`src/rtl/extensions_pkg.sv`:
```
// Core-wide build options shared by the pipeline blocks.
package extensions_pkg;
  localparam int DataSize = 64;
endpackage

```
`src/rtl/dataflow_pkg.sv`:
```
// Pipeline stage types and the memory-arbiter request/state types.
package dataflow_pkg;
  import extensions_pkg::*;

  typedef enum logic [2:0] {StageIf, StageId, StageEx, StageMem, StageWb} pipe_stage_t;

  typedef enum logic [1:0] {Idle, FetchBusy, DataBusy} arbiter_state_t;

  typedef struct packed {
    logic [DataSize-1:0]   addr;
    logic [DataSize-1:0]   wr_data;
    logic [DataSize/8-1:0] byte_en;
    logic                  we;
  } mem_req_t;

  // Picks the 32-bit instruction out of a bus word; word_hi is address bit 2.
  function automatic logic [31:0] select_instr(input logic [DataSize-1:0] dat, input logic word_hi);
    logic [63:0] wide;
    wide = 64'(dat);
    if (DataSize == 64 && word_hi) return wide[63:32];
    return wide[31:0];
  endfunction
endpackage

```
`src/rtl/pipeline_mem_arbiter.sv`:
```
// Shares the external memory bus between instruction fetch and data access,
// with pipeline stall generation and a bus watchdog.
module pipeline_mem_arbiter
  import extensions_pkg::*;
  import dataflow_pkg::*;
#(
  parameter int TimeoutCycles = 255
) (
  input  logic                  clock,
  input  logic                  reset,
  input  logic                  if_req,
  input  logic [DataSize-1:0]   if_addr,
  output logic                  if_ack,
  output logic [31:0]           if_rd_data,
  input  logic                  dm_rd_en,
  input  logic                  dm_wr_en,
  input  logic [DataSize-1:0]   dm_addr,
  input  logic [DataSize-1:0]   dm_wr_data,
  input  logic [DataSize/8-1:0] dm_byte_en,
  output logic                  dm_ack,
  output logic [DataSize-1:0]   dm_rd_data,
  output logic                  bus_cyc,
  output logic                  bus_stb,
  output logic                  bus_we,
  output logic [DataSize-1:0]   bus_addr,
  output logic [DataSize-1:0]   bus_dat_o,
  output logic [DataSize/8-1:0] bus_sel,
  input  logic [DataSize-1:0]   bus_dat_i,
  input  logic                  bus_ack,
  input  logic                  flush,
  output logic                  stall_if,
  output logic                  stall_mem,
  output logic                  bus_timeout,
  output arbiter_state_t        state_dbg
);

  localparam logic [7:0] WdLimit = 8'(TimeoutCycles - 1);

  arbiter_state_t state;
  logic [7:0]     wd_cnt;
  logic           flushed;
  logic           dm_req, dm_pending, if_pending;
  logic           wd_expire, cycle_end;
  mem_req_t       fetch_req, data_req, grant_req;

  // Handshake: a requester holds its request until it sees its one-cycle ack;
  // during that ack cycle the still-high request is stale and is not arbitrated.
  assign dm_req     = dm_rd_en | dm_wr_en;
  assign dm_pending = dm_req & ~dm_ack;
  assign if_pending = if_req & ~if_ack;
  assign stall_if   = if_req & ~if_ack;
  assign stall_mem  = dm_req & ~dm_ack;
  assign wd_expire  = (wd_cnt == WdLimit) & ~bus_ack;
  assign cycle_end  = bus_ack | wd_expire;
  assign state_dbg  = state;

  always_comb begin
    fetch_req = '{addr: if_addr, wr_data: '0, byte_en: '1, we: 1'b0};
    data_req  = '{addr: dm_addr, wr_data: dm_wr_data, byte_en: dm_byte_en, we: dm_wr_en};
    grant_req = dm_pending ? data_req : fetch_req;
  end

  always_ff @(posedge clock) begin
    if (!reset) begin
      state       <= Idle;
      wd_cnt      <= '0;
      flushed     <= 1'b0;
      if_ack      <= 1'b0;
      if_rd_data  <= '0;
      dm_ack      <= 1'b0;
      dm_rd_data  <= '0;
      bus_cyc     <= 1'b0;
      bus_stb     <= 1'b0;
      bus_we      <= 1'b0;
      bus_addr    <= '0;
      bus_dat_o   <= '0;
      bus_sel     <= '0;
      bus_timeout <= 1'b0;
    end else begin
      if_ack      <= 1'b0;
      dm_ack      <= 1'b0;
      bus_timeout <= 1'b0;
      case (state)
        Idle: begin
          // Data wins: the Memory stage holds the older instruction.
          if (dm_pending || if_pending) begin
            state     <= dm_pending ? DataBusy : FetchBusy;
            bus_cyc   <= 1'b1;
            bus_stb   <= 1'b1;
            bus_we    <= grant_req.we;
            bus_addr  <= grant_req.addr;
            bus_dat_o <= grant_req.wr_data;
            bus_sel   <= grant_req.byte_en;
            wd_cnt    <= '0;
            flushed   <= 1'b0;
          end
        end
        FetchBusy, DataBusy: begin
          if (state == FetchBusy && flush) flushed <= 1'b1;
          if (cycle_end) begin
            state       <= Idle;
            bus_cyc     <= 1'b0;
            bus_stb     <= 1'b0;
            bus_timeout <= wd_expire;
            if (state == FetchBusy) begin
              // A flushed fetch still finishes on the bus but is never handed back.
              if_ack     <= ~(flushed | flush);
              if_rd_data <= wd_expire ? 32'h0 : select_instr(bus_dat_i, bus_addr[2]);
            end else begin
              dm_ack     <= 1'b1;
              dm_rd_data <= wd_expire ? '0 : bus_dat_i;
            end
          end else begin
            wd_cnt <= wd_cnt + 8'd1;
          end
        end
        default: state <= Idle;
      endcase
    end
  end

endmodule

```
`config.mk`:
```
export PLATFORM = sky130hd
export DESIGN_NAME = pipeline_mem_arbiter
export DESIGN_NICKNAME = d
export VERILOG_FILES = /design/src/rtl/extensions_pkg.sv /design/src/rtl/dataflow_pkg.sv /design/src/rtl/pipeline_mem_arbiter.sv
export SDC_FILE = /design/constraint.sdc
export NUM_CORES = 1
export LEC_CHECK = 0
export ABC_CLOCK_PERIOD_IN_PS = 3200
export CORE_AREA = 5 5 195 197
export DETAILED_ROUTE_END_ITERATION = 10
export DIE_AREA = 0 0 200 202
export GPL_TIMING_DRIVEN = 0
export SYNTH_ARGS = -nofsm -noshare
export SYNTH_HDL_FRONTEND = slang
export SYNTH_SLANG_ARGS = --single-unit
```
`constraint.sdc`:
```
create_clock -name clock -period 3.2 [get_ports clock]
set_clock_uncertainty 0.15 [all_clocks]
set_input_delay 0.32 -clock clock [delete_from_list [all_inputs] [get_ports clock]]
set_output_delay 0.32 -clock clock [all_outputs]
set_load 0.01 [all_outputs]
```
=== Yosys cells after proc, flatten, opt, wreduce, memory -nomap -nowiden ===
Index checks and enable logic that the tools add are counted.

* Flip-flop bits (word level): 248
* Input port bits: 271
* Output and inout port bits: 242
* Word-level logic and storage cells: 70

* Reductions and logical operators: 14
* Bitwise logic cells: 11
* Eq/ne operators: 7
* Add/subtract/negate cells: 1
* Mux-type cells: 24

{| class="wikitable"
|+ Operators by type and width
! operator !! number
|-
| $mux 137 || 1
|-
| $mux 32 || 3
|-
| $mux 64 || 1
|-
| $reduce_and 3->1 || 6
|-
| $mux 8 || 2
|-
| $pmux 8 s2 || 1
|-
| $mux 1 || 10
|-
| $add 8x1->8 const B || 1
|-
| $eq 8x8->1 const B || 1
|-
| $ne 2x2->1 const B || 4
|-
| $mux 2 || 3
|-
| $not 1->1 || 5
|-
| $pmux 1 s2 || 2
|-
| $pmux 2 s2 || 1
|-
| $reduce_and 2->1 || 2
|-
| $reduce_and 4->1 || 1
|-
| $and 1x1->1 || 3
|-
| $or 1x1->1 || 3
|-
| $eq 2x1->1 const B || 1
|-
| $eq 2x2->1 const B || 1
|-
| $logic_not 2->1 || 1
|-
| $reduce_bool 2->1 || 1
|-
| $reduce_or 2->1 || 1
|-
| $logic_and 1x1->1 || 1
|-
| $logic_or 1x1->1 || 1
|}

=== Depth between registers and ports, before layout ===
* Word-level depth: 8
* Gate-level depth with buffers: 8
* Mapped depth without buffers: 6

=== Least setup slack after synthesis ===
Ideal clock, no wire load.

* Kind: flip-flop to flip-flop
* Start point: reg state[0] (netlist: state_dbg[0])
* End point: reg dm_rd_data[0]
* Buffers on the path: 2
* Setup slack: 1302 ps
* Stages on the path, launching flop included: 8
* Data arrival time: 1631 ps
* Clock period less this slack: 1898 ps
* Setup time: 117 ps
* Required time: 2933 ps
* Cell sequence: dfxtp_1 > inv_1 > ha_1 > nor2b_1 > and3_1 > clkbuf_2 > buf_2 > a22o_1

* Cells in the longest elaborated chain, start to end: 3
* Elaborated cells between the ends (all ways): 5
* Those cells by class: 2 x eq/ne; 1 x bitwise; 2 x reduce/logical

{| class="wikitable"
|+ Ends and longest elaborated chain
! what !! line !! RTL
|-
| from (decl) || pipeline_mem_arbiter.sv:39 || <nowiki>arbiter_state_t state;</nowiki>
|-
| from (signal assigned) || pipeline_mem_arbiter.sv:65 || <nowiki>state <= Idle;</nowiki>
|-
| from (signal assigned) || pipeline_mem_arbiter.sv:87 || <nowiki>state <= dm_pending ? DataBusy : FetchBusy;</nowiki>
|-
| from (signal assigned) || pipeline_mem_arbiter.sv:101 || <nowiki>state <= Idle;</nowiki>
|-
| $eq 2x1->1 / $eq 2x2->1 (equally long branches) || pipeline_mem_arbiter.sv:83, pipeline_mem_arbiter.sv:105 ||
|-
| $reduce_or 2->1 / $not 1->1 (equally long branches) || - ||
|-
| $reduce_and 3->1 (no source line) * || - ||
|-
| to (signal assigned) || pipeline_mem_arbiter.sv:111 || <nowiki>dm_rd_data <= wd_expire ? '0 : bus_dat_i;</nowiki>
|-
| to (decl) || pipeline_mem_arbiter.sv:21 || <nowiki>output logic [DataSize-1:0] dm_rd_data,</nowiki>
|}

Every way passes the cells marked *; elsewhere a longest branch is shown, timed or not.
A chain may end at the register's enable or synchronous reset.

=== Worst setup path after layout ===
* Start point: reg dm_ack
* End point: out stall_mem

* Cells in the longest elaborated chain, start to end: 2

{| class="wikitable"
|+ Ends and longest elaborated chain
! what !! line !! RTL
|-
| from (decl) || pipeline_mem_arbiter.sv:20 || <nowiki>output logic dm_ack,</nowiki>
|-
| from (signal assigned) || pipeline_mem_arbiter.sv:70 || <nowiki>dm_ack <= 1'b0;</nowiki>
|-
| from (signal assigned) || pipeline_mem_arbiter.sv:81 || <nowiki>dm_ack <= 1'b0;</nowiki>
|-
| from (signal assigned) || pipeline_mem_arbiter.sv:110 || <nowiki>dm_ack <= 1'b1;</nowiki>
|-
| $not 1->1 || pipeline_mem_arbiter.sv:52 || <nowiki>assign stall_mem = dm_req & ~dm_ack;</nowiki>
|-
| $and 1x1->1 || pipeline_mem_arbiter.sv:52 ||
|-
| to (decl) || pipeline_mem_arbiter.sv:32 || <nowiki>output logic stall_mem,</nowiki>
|}

Every way passes these cells.

==> flow_metrics.env <==
export IMPL_cts_resized_gates=0
export IMPL_die_area_um2=40400
export IMPL_cts_root_buffer="clkbuf_16"
export IMPL_grt_overflow=0
export IMPL_ys_ff_latch=248
export IMPL_fin_nets=1781
export IMPL_row_count=70
export IMPL_post_cts_buffers=0
export IMPL_peakVddDrop_mv=0.489
export IMPL_pwr_share_clk=0.338
export IMPL_dp_slack_ns=0.411
export IMPL_finalWirelength_um=41300
export IMPL_hpwl_um=32300
export IMPL_holdBufCountCts=0
export IMPL_swShare=0.303
export IMPL_finalCriticalPeriod_ns=2.75
export IMPL_power_frac_comb=0.293
export IMPL_ys_async_sr_fraction=0
export IMPL_tritoncts="built"
export IMPL_status="complete, no violations"
export IMPL_drv_slew=0
export IMPL_tightestPinTransition_ns=0.757
export IMPL_endpoint_kind="output pin"
export IMPL_core_um2=36100
export IMPL_worst_path_max_fanout=10
export IMPL_grt_pass1_vias=10066
export IMPL_initial_core_util=0.259
export IMPL_via_per_inst=4.84
export IMPL_fillers=3565
export IMPL_port_buffers=512
export IMPL_drt_iter0_drc=358
export IMPL_synth_edf_count=0
export IMPL_fin_crit_sh=0.861
export IMPL_dpl_cell_area_um2=15000
export IMPL_cts_buffers=29
export IMPL_synthCells=962
export IMPL_finalHoldViolations=0
export IMPL_via_count=9668
export IMPL_hold_slack_ns=0.188
export IMPL_p_int_mw=7.02
export IMPL_antennaDiodeCount=0
export IMPL_clock_insertion_delay_worst_skew_ns=0.55
export IMPL_grt_max_degree=15
export IMPL_tns_ns=0
export IMPL_power_share_sequential=0.369
export IMPL_netlist_area_um2=9340
export IMPL_multiInputGateArea_um2=3910
export IMPL_crit_arrival_ns=2.28
export IMPL_cts_sinks=248
export IMPL_track_usage=0.192
export IMPL_synth_nets=1238
export IMPL_fp_dieW_um=200
export IMPL_power_density_nw_per_um2=629
export IMPL_drv_cap=0
export IMPL_synthToLayoutAreaGrowth_pct=71.7
export IMPL_finalSetupViolations=0
export IMPL_wl_per_cell_um=20.7
export IMPL_fin_area_um2=16000
export IMPL_p_leak_nw=6.09
export IMPL_slew_headroom=0.495
export IMPL_gp_congestion=0.879
export IMPL_hold_path_class="in -> reg"
export IMPL_yosys_warnings=0
export IMPL_p_switching_mw=3.05
export IMPL_drcViolationCount=0
export IMPL_h_tree_depth=1
export IMPL_rsz0062_at_grt="no"
export IMPL_setup_slack_ns=0.445
export IMPL_power_total_mw=10.1
export IMPL_slowest_delay_ns=0.64
export IMPL_clk_path_buf_depth=3
export IMPL_path_clk_slew_ns=0.06
export IMPL_critPathRequiredTime_ns=2.73
export IMPL_ios=513
export IMPL_seqCellArea_um2=4960
export IMPL_first_pass_iters=5
export IMPL_slowest_stage="clkdlybuf4s50_1"
export IMPL_path_cells="o21bai_4 -> inv_2 -> clkbuf_1 -> clkdlybuf4s50_1"
export IMPL_die_h_um=202
export IMPL_seq_area_frac_synth=0.532
export IMPL_grt_pass1_wl_um=61000
export IMPL_antenna_found_initial=1
export IMPL_ys_types=50
export IMPL_fmax_mhz=363
export IMPL_avgSynthCellArea_um2=9.70
export IMPL_drive_above_1_share=0.0805
export IMPL_worstSetupStartpointType="flip-flop"
export IMPL_worst_setup_path_type="reg -> out"
export IMPL_ys_flop_type="dfxtp_1"
export IMPL_ant_nets=0
==> kinds of logic (layout without fill, tap and decap cells) <==
family	Yosys count	in the layout	share of synthesized area
AO/OA/AOI/OAI	267	267	0.240
adder cells (fa/ha/maj)	5	5	0.00670
buffers and inverters	93	659	0.0492
flip-flops	248	248	0.532
multiplexers	34	34	0.0366
AND/OR/NAND/NOR	315	315	0.136
==> layout make-up <==
| cell class | instances | area share |
|---|---|---|
| timing repair buffer | 512 | 0.320 |
| sequential | 248 | 0.310 |
| multi-input combinational | 621 | 0.244 |
| clock buffer | 41 | 0.0518 |
| tap | 468 | 0.0365 |
| buffer | 85 | 0.0268 |
| clock inverter | 13 | 0.00952 |
| inverter | 8 | 0.00187 |
==> worst paths after layout <==
path	startpoint	end	slack [ns]	cells after the start
worst max-delay path	dm_ack	stall_mem	0.45	4
worst min-delay path	dm_addr[10]	bus_addr[10]	0.19	3
worst min register to register	flushed	if_ack	0.27	1
worst max register to register	state_dbg[0]	dm_rd_data[26]	0.80	6
==> critical path, delay by kind of cell (launching register included) <==
kind,cells,cell delay (ns)
buffers and inverters,3,1.19
flip-flops,1,0.31
AO/OA/AOI/OAI,1,0.22
==> layer usage <==
metal | vias up | part of all wire | global-route usage | wire length (um)
met5 | - | 0.00031 | 0 | 13
met4 | 2 | 0.037 | 0.0653 | 1530
met3 | 76 | 0.091 | 0.0597 | 3740
met2 | 423 | 0.48 | 0.332 | 19900
met1 | 4570 | 0.39 | 0.225 | 16200
li1 | 4597 | - | - | -
==> cell usage after synthesis, types with 2 or more instances <==
cell	count	area, um^2
a21oi_1	7	35.0
a22o_1	64	561
a22oi_1	65	488
a311oi_1	55	482
a311oi_2	9	135
a31oi_1	2	12.5
and2_1	2	12.5
buf_1	4	15.0
buf_2	42	210
buf_4	13	97.6
clkbuf_1	24	90.1
dfxtp_1	248	4960
ha_1	5	62.6
inv_1	6	22.5
inv_2	2	7.51
mux2i_1	33	330
nand2_1	137	514
nand2b_1	2	12.5
nand3_1	7	35.0
nand4_1	4	25.0
nor2_1	143	537
nor2b_1	3	18.8
nor3_1	6	30.0
nor4_1	3	18.8
o211ai_1	6	45.0
o21ai_0	7	35.0
o22ai_1	8	50.1
o2bb2ai_1	32	280
or3_1	2	12.5
==> registers in the layout, indices dropped and copies added, names as in the netlist <==
name,cells
if_rd_data,32
flushed,1
state_dbg,2
bus_timeout,1
bus_we,1
wd_cnt,8
bus_sel,8
dm_ack,1
bus_addr,64
if_ack,1
bus_dat_o,64
dm_rd_data,64
bus_stb,1
==> power groups by stage <==
stage,Sequential (mW),Clock [mW],Combinational [mW]
after detailed placement,3.77,0,2.98
after floorplan,3.92,0,1.18
after global placement,3.77,0,2.96
final,3.72,3.40,2.95
after global routing,3.76,3.63,3.19
after CTS,3.72,3.51,2.99
==> per-stage QoR <==
stage,cells,utilization
after global routing,1996,0.444
final,1996,0.444
after floorplan,962,-
after CTS,1996,0.444
after global placement,1942,0.417
after detailed placement,1942,0.417
==> cell usage in the layout (no fill, tap or decap), types with 2 or more instances in the layout <==
cell	instances
nor4_1	3
inv_2	2
nand2_1	137
bufinv_16	3
mux2i_1	33
clkbuf_1	30
a311oi_1	55
a22oi_1	65
nand2b_1	2
a31oi_1	2
o2bb2ai_1	32
nand3_1	7
nand4_1	4
clkinv_2	6
clkbuf_16	29
nor3_1	6
nor2_1	143
inv_1	6
clkdlybuf4s50_1	512
clkinvlp_4	2
buf_1	4
buf_4	13
or3_1	2
a21oi_1	7
a22o_1	64
o211ai_1	6
o21ai_0	7
a311oi_2	9
dfxtp_1	248
buf_2	42
clkbuf_8	6
and2_1	2
ha_1	5
o22ai_1	8
nor2b_1	3
Power figures use the tool's default switching activity.
==> RTL change, RTL diff (config.mk and constraints unchanged) <==
`DataSize`: 64 -> 32.
--- a/src/rtl/extensions_pkg.sv
+++ b/src/rtl/extensions_pkg.sv
@@ -2,3 +2,3 @@
 package extensions_pkg;
-  localparam int DataSize = 64;
+  localparam int DataSize = 32;
 endpackage
Interface: changed (9 resized); port bits go from 513 to 281. No check against the original RTL was run, so the function may have changed too.
==> RTL change against the original RTL <==
- synthesized area shrank 35%
- cell area shrank 37%
- routed wire length shrank 33%
- sequential cell count shrank 100
- power shrank 40%
- sequential share of layout area shrank 1.6 points
- fmax grew 1.8%
- die area is the same
- setup slack gained 48 ps
- highest routed layer is now met4
==> RTL change: results (changes against the original RTL) <==
metric	value	unit	change
status	finished, final reports clean		unchanged
vdd_ir_drop_max	382	µV	was 489 µV
preCtsSetupSlack	407	ps	was 411 ps
hpwl	21.2	mm	was 32.3 mm
cp-startpoint	dm_wr_en		was dm_ack
synth.yosys.seq_area_share	0.487		was 0.532
min_from	flushed		was dm_addr[10]
period_needed	2710	ps	was 2750 ps
synth.distinct_cells	45		was 50
routed_via_density	4.53		was 4.84
antenna_found_initial	0		was 1
wl_per_cell	18.7	µm	was 20.7 µm
clock_path_buffers	2		was 3
drt_iter0_markers	531		was 358
rr_endpoint	wd_cnt[6]		was dm_rd_data[26]
finalNetCount	1150		was 1781
cts_made_buffers	17		was 29
layout-drive-gt1-share	0.0618		was 0.0805
r2r_slack	760	ps	was 800 ps
grt_max_degree	17		was 15
nFillCells	3884		was 3565
leakage	3.46	nW	was 6.09 nW
grt_pass1_wl	40.6	mm	was 61.0 mm
hold_end	if_ack		was bus_addr[10]
hold_depth	1		was 3
tightest_slew	883	ps	was 757 ps
grt_pass1_vias	6645		was 10100
netlist_top_cells_count	dfxtp_1 (148), nand2_1 (76), a21oi_1 (70), nor2_1 (70), o21ai_0 (67)		was dfxtp_1 (248), nor2_1 (143), nand2_1 (137)
hold_ws	285	ps	was 188 ps
htree_levels	4		was 1
routabilityCongestion	0.832		was 0.879
syn_nets	851		was 1238
synth_area_leaders	dfxtp_1 (49%), a21oi_1 (5.8%), o21ai_0 (5.5%)		was dfxtp_1 (53%), a22o_1 (6.0%), nor2_1 (5.7%)
-- RTL change: final cells by class --
| type | instances | area share |
|---|---|---|
| Sequential cell | 148 | 0.294 |
| Timing Repair Buffer | 280 | 0.278 |
| Multi-Input combinational cell | 475 | 0.274 |
| Tap cell | 468 | 0.0581 |
| Clock buffer | 17 | 0.0422 |
| Buffer | 76 | 0.0330 |
| Clock inverter | 15 | 0.0182 |
| Inverter | 8 | 0.00298 |
-- RTL change: logic make-up after synthesis --
group	Yosys count	synth area share
buffers and inverters	84	0.0596
adders and majority gates	5	0.0103
DFF	148	0.487
and+or+nand+nor	241	0.202
muxes	1	0.00165
AOI/OAI and AO/OA	228	0.240
-- RTL change: report_power, final --
part | switching, mW | internal (mW) | total (mW)
Combinational | 0.923 | 0.775 | 1.70
Sequential | 0.113 | 2.05 | 2.16
Clock | 0.955 | 1.19 | 2.15
Total | 1.99 | 4.01 | 6.00
-- RTL change: metal layers --
layer	track usage	share of wire
met2	0.208	0.45
met5	0	0
met4	0.0359	0.017
met1	0.162	0.42
met3	0.0587	0.12
-- RTL change: worst reg2reg max path, stage by stage (launching register included) --
cell and delay, ps:
dfxtp_1 420, inv_1 70, ha_1 410, clkbuf_1 420, clkbuf_1 420, nand4_1 210, o41ai_1 250
-- RTL change: stage by stage --
stage | instances | cell area [µm²]
2_1_floorplan | 707 | 6080
3_3_place_gp | 1455 | 9470
3_5_place_dp | 1455 | 9470
4_1_cts | 1487 | 10100
5_1_grt | 1487 | 10100
6_report | 1487 | 10100
